===== src/rtl/fft_r2_sequencer.sv =====
// Address/strobe sequencer for an in-place radix-2 DIT FFT around one pipelined butterfly.
// Optional macro FFT_BITREV_LOAD_EN adds a LOAD state that writes input samples in bit-reversed order.
module fft_r2_sequencer #(
    parameter int LOG2N  = 3,
    parameter int BF_LAT = 2
) (
    input  logic             clk,
    input  logic             rst,
    input  logic             start,
`ifdef FFT_BITREV_LOAD_EN
    input  logic             in_valid,
    output logic             in_ready,
    output logic [LOG2N-1:0] ld_addr,
    output logic             ld_wr_en,
`endif
    output logic             busy,
    output logic             done,
    output logic [LOG2N-1:0] stage,
    output logic             rd_en,
    output logic [LOG2N-1:0] rd_addr_a,
    output logic [LOG2N-1:0] rd_addr_b,
    output logic [LOG2N-2:0] tw_addr,
    output logic             bf_start,
    output logic             wr_en,
    output logic [LOG2N-1:0] wr_addr_a,
    output logic [LOG2N-1:0] wr_addr_b
);

    localparam int KW = LOG2N - 1;
    localparam int DW = $clog2(BF_LAT + 1);
    localparam logic [KW-1:0]    K_LAST = KW'((1 << KW) - 1);
    localparam logic [LOG2N-1:0] S_LAST = LOG2N'(LOG2N - 1);
    localparam logic [DW-1:0]    D_LAST = DW'(BF_LAT - 1);

    typedef enum logic [2:0] {IDLE, LOAD, RUN, DRAIN, DONE} state_t;

    typedef struct packed {
        logic             en;
        logic [LOG2N-1:0] a;
        logic [LOG2N-1:0] b;
    } acc_t;

    state_t           state_q;
    logic [KW-1:0]    k_q;
    logic [LOG2N-1:0] s_q;
    logic [DW-1:0]    drain_q;
    acc_t             rd_q;
    logic [KW-1:0]    tw_q;
    logic             busy_q;
    logic             done_q;
    acc_t             wr_pipe_q [BF_LAT];

    // Butterfly k of stage s reads the pair whose indices differ only in bit s.
    function automatic acc_t issue(input logic [KW-1:0] k, input logic [LOG2N-1:0] s);
        acc_t             r;
        logic [LOG2N-1:0] kk;
        logic [LOG2N-1:0] mask;
        kk   = LOG2N'(k);
        mask = (LOG2N'(1) << s) - LOG2N'(1);
        r.en = 1'b1;
        r.a  = ((kk >> s) << (s + LOG2N'(1))) | (kk & mask);
        r.b  = r.a | (LOG2N'(1) << s);
        return r;
    endfunction

    function automatic logic [KW-1:0] tw_of(input logic [KW-1:0] k, input logic [LOG2N-1:0] s);
        logic [KW-1:0] mask;
        mask = (KW'(1) << s) - KW'(1);
        return (k & mask) << (LOG2N'(LOG2N - 1) - s);
    endfunction

`ifdef FFT_BITREV_LOAD_EN
    localparam logic [LOG2N-1:0] N_LAST = LOG2N'((1 << LOG2N) - 1);

    logic             in_ready_q;
    logic [LOG2N-1:0] n_q;

    function automatic logic [LOG2N-1:0] bitrev(input logic [LOG2N-1:0] v);
        logic [LOG2N-1:0] r;
        for (int i = 0; i < LOG2N; i++) r[i] = v[LOG2N-1-i];
        return r;
    endfunction

    assign in_ready = in_ready_q;
    assign ld_wr_en = in_valid & in_ready_q;
    assign ld_addr  = bitrev(n_q);
`endif

    always_ff @(posedge clk or posedge rst) begin
        if (rst) begin
            state_q <= IDLE;
            k_q     <= '0;
            s_q     <= '0;
            drain_q <= '0;
            rd_q    <= '0;
            tw_q    <= '0;
            busy_q  <= 1'b0;
            done_q  <= 1'b0;
`ifdef FFT_BITREV_LOAD_EN
            in_ready_q <= 1'b0;
            n_q        <= '0;
`endif
        end else begin
            // NOTE: non-blocking assignments let every register see the previous cycle's values,
            // so the later per-state assignments simply override these defaults.
            done_q <= 1'b0;
            rd_q   <= '0;
            tw_q   <= '0;
            case (state_q)
                IDLE: if (start) begin
                    busy_q <= 1'b1;
                    s_q    <= '0;
                    k_q    <= '0;
`ifdef FFT_BITREV_LOAD_EN
                    state_q    <= LOAD;
                    in_ready_q <= 1'b1;
                    n_q        <= '0;
`else
                    state_q <= RUN;
                    rd_q    <= issue('0, '0);
                    tw_q    <= tw_of('0, '0);
`endif
                end
`ifdef FFT_BITREV_LOAD_EN
                LOAD: if (in_valid) begin
                    if (n_q == N_LAST) begin
                        state_q    <= RUN;
                        in_ready_q <= 1'b0;
                        rd_q       <= issue('0, '0);
                        tw_q       <= tw_of('0, '0);
                    end else begin
                        n_q <= n_q + 1'b1;
                    end
                end
`endif
                RUN: begin
                    if (k_q == K_LAST) begin
                        state_q <= DRAIN;
                        drain_q <= '0;
                        k_q     <= '0;
                    end else begin
                        k_q  <= k_q + 1'b1;
                        rd_q <= issue(k_q + 1'b1, s_q);
                        tw_q <= tw_of(k_q + 1'b1, s_q);
                    end
                end
                // Hold off reads until the stage's last write has reached the RAM.
                DRAIN: begin
                    if (drain_q == D_LAST) begin
                        if (s_q == S_LAST) begin
                            state_q <= DONE;
                            done_q  <= 1'b1;
                        end else begin
                            state_q <= RUN;
                            s_q     <= s_q + 1'b1;
                            rd_q    <= issue('0, s_q + 1'b1);
                            tw_q    <= tw_of('0, s_q + 1'b1);
                        end
                    end else begin
                        drain_q <= drain_q + 1'b1;
                    end
                end
                DONE: begin
                    state_q <= IDLE;
                    busy_q  <= 1'b0;
                    s_q     <= '0;
                end
                default: begin
                    state_q <= IDLE;
                    busy_q  <= 1'b0;
                end
            endcase
        end
    end

    // NOTE: the write-delay line is reset so a transform cut short by rst leaves no stray writes.
    always_ff @(posedge clk or posedge rst) begin
        if (rst) begin
            for (int i = 0; i < BF_LAT; i++) wr_pipe_q[i] <= '0;
        end else begin
            wr_pipe_q[0] <= rd_q;
            for (int i = 1; i < BF_LAT; i++) wr_pipe_q[i] <= wr_pipe_q[i-1];
        end
    end

    assign busy      = busy_q;
    assign done      = done_q;
    assign stage     = s_q;
    assign rd_en     = rd_q.en;
    assign bf_start  = rd_q.en;
    assign rd_addr_a = rd_q.a;
    assign rd_addr_b = rd_q.b;
    assign tw_addr   = tw_q;
    assign wr_en     = wr_pipe_q[BF_LAT-1].en;
    assign wr_addr_a = wr_pipe_q[BF_LAT-1].a;
    assign wr_addr_b = wr_pipe_q[BF_LAT-1].b;

endmodule

===== config.mk =====
export PLATFORM = sky130hd
export DESIGN_NAME = fft_r2_sequencer
export DESIGN_NICKNAME = d
export VERILOG_FILES = /design/src/rtl/fft_r2_sequencer.sv
export SDC_FILE = /design/constraint.sdc
export NUM_CORES = 1
export LEC_CHECK = 0
export CORE_MARGIN = 1
export CORE_UTILIZATION = 56
export CTS_BUF_LIST = sky130_fd_sc_hd__clkbuf_8
export CTS_CLUSTER_DIAMETER = 40
export DETAILED_ROUTE_END_ITERATION = 8
export PLACE_DENSITY = 0.93
export SLEW_MARGIN = 20
export SYNTH_ARGS = -nofsm -noshare
export SYNTH_HDL_FRONTEND = slang
export SYNTH_SLANG_ARGS = --single-unit

===== constraint.sdc =====
create_clock -name clk -period 3.85 [get_ports clk]
set_input_delay 0.5775 -clock clk [delete_from_list [all_inputs] [get_ports clk]]
set_output_delay 0.5775 -clock clk [all_outputs]
set_load 0.01 [all_outputs]

==> impl_metrics.ini <==
[status]
outcome = finished clean

[cells_and_area]
layout_common_cells = dfrtp_1, clkdlybuf4s50_1, nor2_1
finalInstanceArea_um2 = 1830
areaGrowthSynthToFinish_pct = 22.5
fin_nets = 159
fin_util_pct = 73.2
layout-drive-gt1-share_pct = 11.3
final_common_cell = dfrtp_1
diodes = 0

[global_route]
grt_pass1_wl_mm = 4.42
grtUsageMet2_pct = 33.5
grt_pass1_vias = 1006
busiest_layer = met2
antenna_found_initial = 0
use_met3_pct = 8.47
grtUsageMet1_pct = 28.0
overflow = 0
grt_max_degree = 36
grtUsageTotal_pct = 22.6

[floorplan]
die_y_um = 53.7
die-area_um2 = 2880
start_util_pct = 59.8
row_count = 18
die_width_um = 53.7
io_pins = 25
core_region_area_um2 = 2500

[clocking]
insertion_delay_ps = 280
postCtsResizedCells = 0
cts_setup_buffers = 0
cts_hold_buf = 0
cts_buffers = 5
cts_max_level = 2
clockBufferDepth = 2
clkTransAtPathRegs_ps = 70
cts_tree = done
cts_sinks = 35
root_buffer = clkbuf_8

[critical_path]
end_kind = flip-flop
rrSetupSlack_ps = 1660
r2r_cells = 6
crit_cells = 6
critPathLaunch = stage[0]$_DFFE_PP0P_
crit_buf_inv = 1
r2r_start = stage[0]$_DFFE_PP0P_
crit_chain = inv_1, ha_1, or4_4, o22a_1, nor2_2, a311o_2
r2r-end = rd_addr_b[0]$_DFF_PP0_
critical_path.max_stage_delay_ps = 580
crit_required_ps = 4070
crit_type = reg2reg
crit_family = simple AND/OR/NAND/NOR gates
critPathMaxFanout = 9
crit_end = rd_addr_b[0]$_DFF_PP0_
cp.arrival_ps = 2410
start_kind = flip-flop
critPathSlowestCell = dfrtp_1

[sta]
fmax_mhz = 457
worstMarginPinSlew_ps = 476
rsz0062_at_grt = false
slew_violations = 0
finalHoldViolations = 0
fin_crit_ps = 2190
fin_crit_sh_pct = 56.9
slew_headroom_pct = 68.0
fin_tns_setup_ps = 0
skew_ps = 3.15
setup_viol = 0

[synth]
synth_top_area_cell = dfrtp_1
syn_avg_cell_area_um2 = 11.8
yosys_register_bits = 35
syn_nets = 137
yosysTopAreaCellShare_pct = 58.6
synthCells = 127
netlist_area_um2 = 1490
ys_seq_area_share_pct = 58.6
netlist_top_cells_area = dfrtp_1, ha_1, buf_4, o21ai_0, nor2_1
yosys_warnings = 0
ys_types = 36

[detailed_routing]
drt_iter0_drc = 38
num_vias = 1002
wl_per_cell_um = 14.8
vias_per_cell = 5.57
first_pass_iters = 4
drc = 0
ant_nets = 0
drt_wl_total_mm = 2.66

[power]
switching_share_pct = 35.9
pwr-share-seq_pct = 36.5
p_int_mw = 1.08
power.leakage_nw = 0.841
comb_power_share_pct = 43.7
clockPowerShare_pct = 19.8
vdd_ir_drop_max_uv = 619
power.density_nw_per_um2 = 921
power_switching_mw = 0.605

[place]
gp_congestion = 0.901
post_dp_cell_area_um2 = 1710
io_buffers = 24
place_hpwl_mm = 1.85

[run]
maxCapViolCount = 0

[hold_path]
hp-class = reg2reg
==> routing by layer <==
layer	wire [µm]	part of all wire (%)
met1	1190	45
met2	1280	48
met3	122	4.6
met4	67	2.5
met5	0	0
==> worst min path at each step <==
| stage | start | endpoint | slack (ps) | cells after the start |
|---|---|---|---|---|
| after floorplan | wr_pipe_q[10]$_DFF_PP0_ | wr_addr_a[0]$_DFF_PP0_ | 330 | 0 |
| final | wr_pipe_q[10]$_DFF_PP0_ | wr_addr_a[0]$_DFF_PP0_ | 350 | 0 |
| after CTS | wr_pipe_q[10]$_DFF_PP0_ | wr_addr_a[0]$_DFF_PP0_ | 350 | 0 |
| after detailed placement | wr_pipe_q[10]$_DFF_PP0_ | wr_addr_a[0]$_DFF_PP0_ | 340 | 0 |
| after global routing | wr_pipe_q[10]$_DFF_PP0_ | wr_addr_a[0]$_DFF_PP0_ | 350 | 0 |
| after global placement | wr_pipe_q[11]$_DFF_PP0_ | wr_addr_a[1]$_DFF_PP0_ | 330 | 0 |
==> area by class of cell <==
class | instances | area, µm²
clock inverter | 2 | 35.0
clock buffer | 6 | 82.6
fill | 156 | 669
tap | 30 | 37.5
timing repair buffer | 25 | 248
multi-input combinational | 75 | 526
sequential | 35 | 876
inverter | 7 | 26.3
==> flip-flops by register name, summed over array words and instances (netlist names), 2 cells and up <==
name and count:
tw_addr 2, state_q 3, wr_addr_b 3, drain_q 2, rd_addr_a 3, k_q 2, wr_pipe_q 7, stage 3
wr_addr_a 3, rd_addr_b 3
==> through the flow <==
stage	hold slack (ps)	worst slack [ps]	std cells	power, mW
floorplan	331	1840	127	1.11
global placement	333	1830	172	1.30
detailed placement	336	1710	172	1.34
CTS	351	1670	180	1.69
global route	354	1570	180	1.80
finish	348	1660	180	1.69
==> power by group through the flow <==
stage	registers [mW]	clock network (mW)	logic, mW
2_1_floorplan	0.607	0	0.501
3_3_place_gp	0.609	0	0.690
3_5_place_dp	0.620	0	0.723
4_1_cts	0.616	0.340	0.735
5_1_grt	0.635	0.358	0.803
6_report	0.615	0.334	0.736
==> synthesized netlist by cell type (all sizes together) <==
| cell type | count |
|---|---|
| a21oi | 4 |
| o41ai | 1 |
| and2b | 3 |
| o221a | 1 |
| a311o | 2 |
| o22a | 2 |
| or4 | 1 |
| nand3b | 2 |
| nor3 | 2 |
| ha | 7 |
| o21ai | 9 |
| nor4b | 1 |
| nand4b | 1 |
| nor2 | 12 |
| nand3 | 2 |
| dfrtp | 35 |
| and3 | 1 |
| clkbuf | 1 |
| o211ai | 1 |
| xnor2 | 1 |
| nor4 | 1 |
| mux2 | 1 |
| o31ai | 1 |
| inv | 7 |
| nand4 | 1 |
| xor2 | 1 |
| a32o | 1 |
| buf | 9 |
| nor3b | 1 |
| nand2 | 10 |
| and4b | 1 |
| nor2b | 4 |
==> cells by family (layout without fill, tap and decap cells) <==
logic type | Yosys count | after routing | share of synthesized area [%]
AO/OA/AOI/OAI | 22 | 22 | 11.2
XOR/XNOR | 2 | 2 | 1.17
adder cells (fa/ha/maj) | 7 | 7 | 5.86
buffers and inverters | 17 | 40 | 6.20
flip-flops | 35 | 35 | 58.6
multiplexers | 1 | 1 | 0.754
AND/OR/NAND/NOR | 43 | 43 | 16.2
No activity file was read; power rests on OpenSTA's default activity.
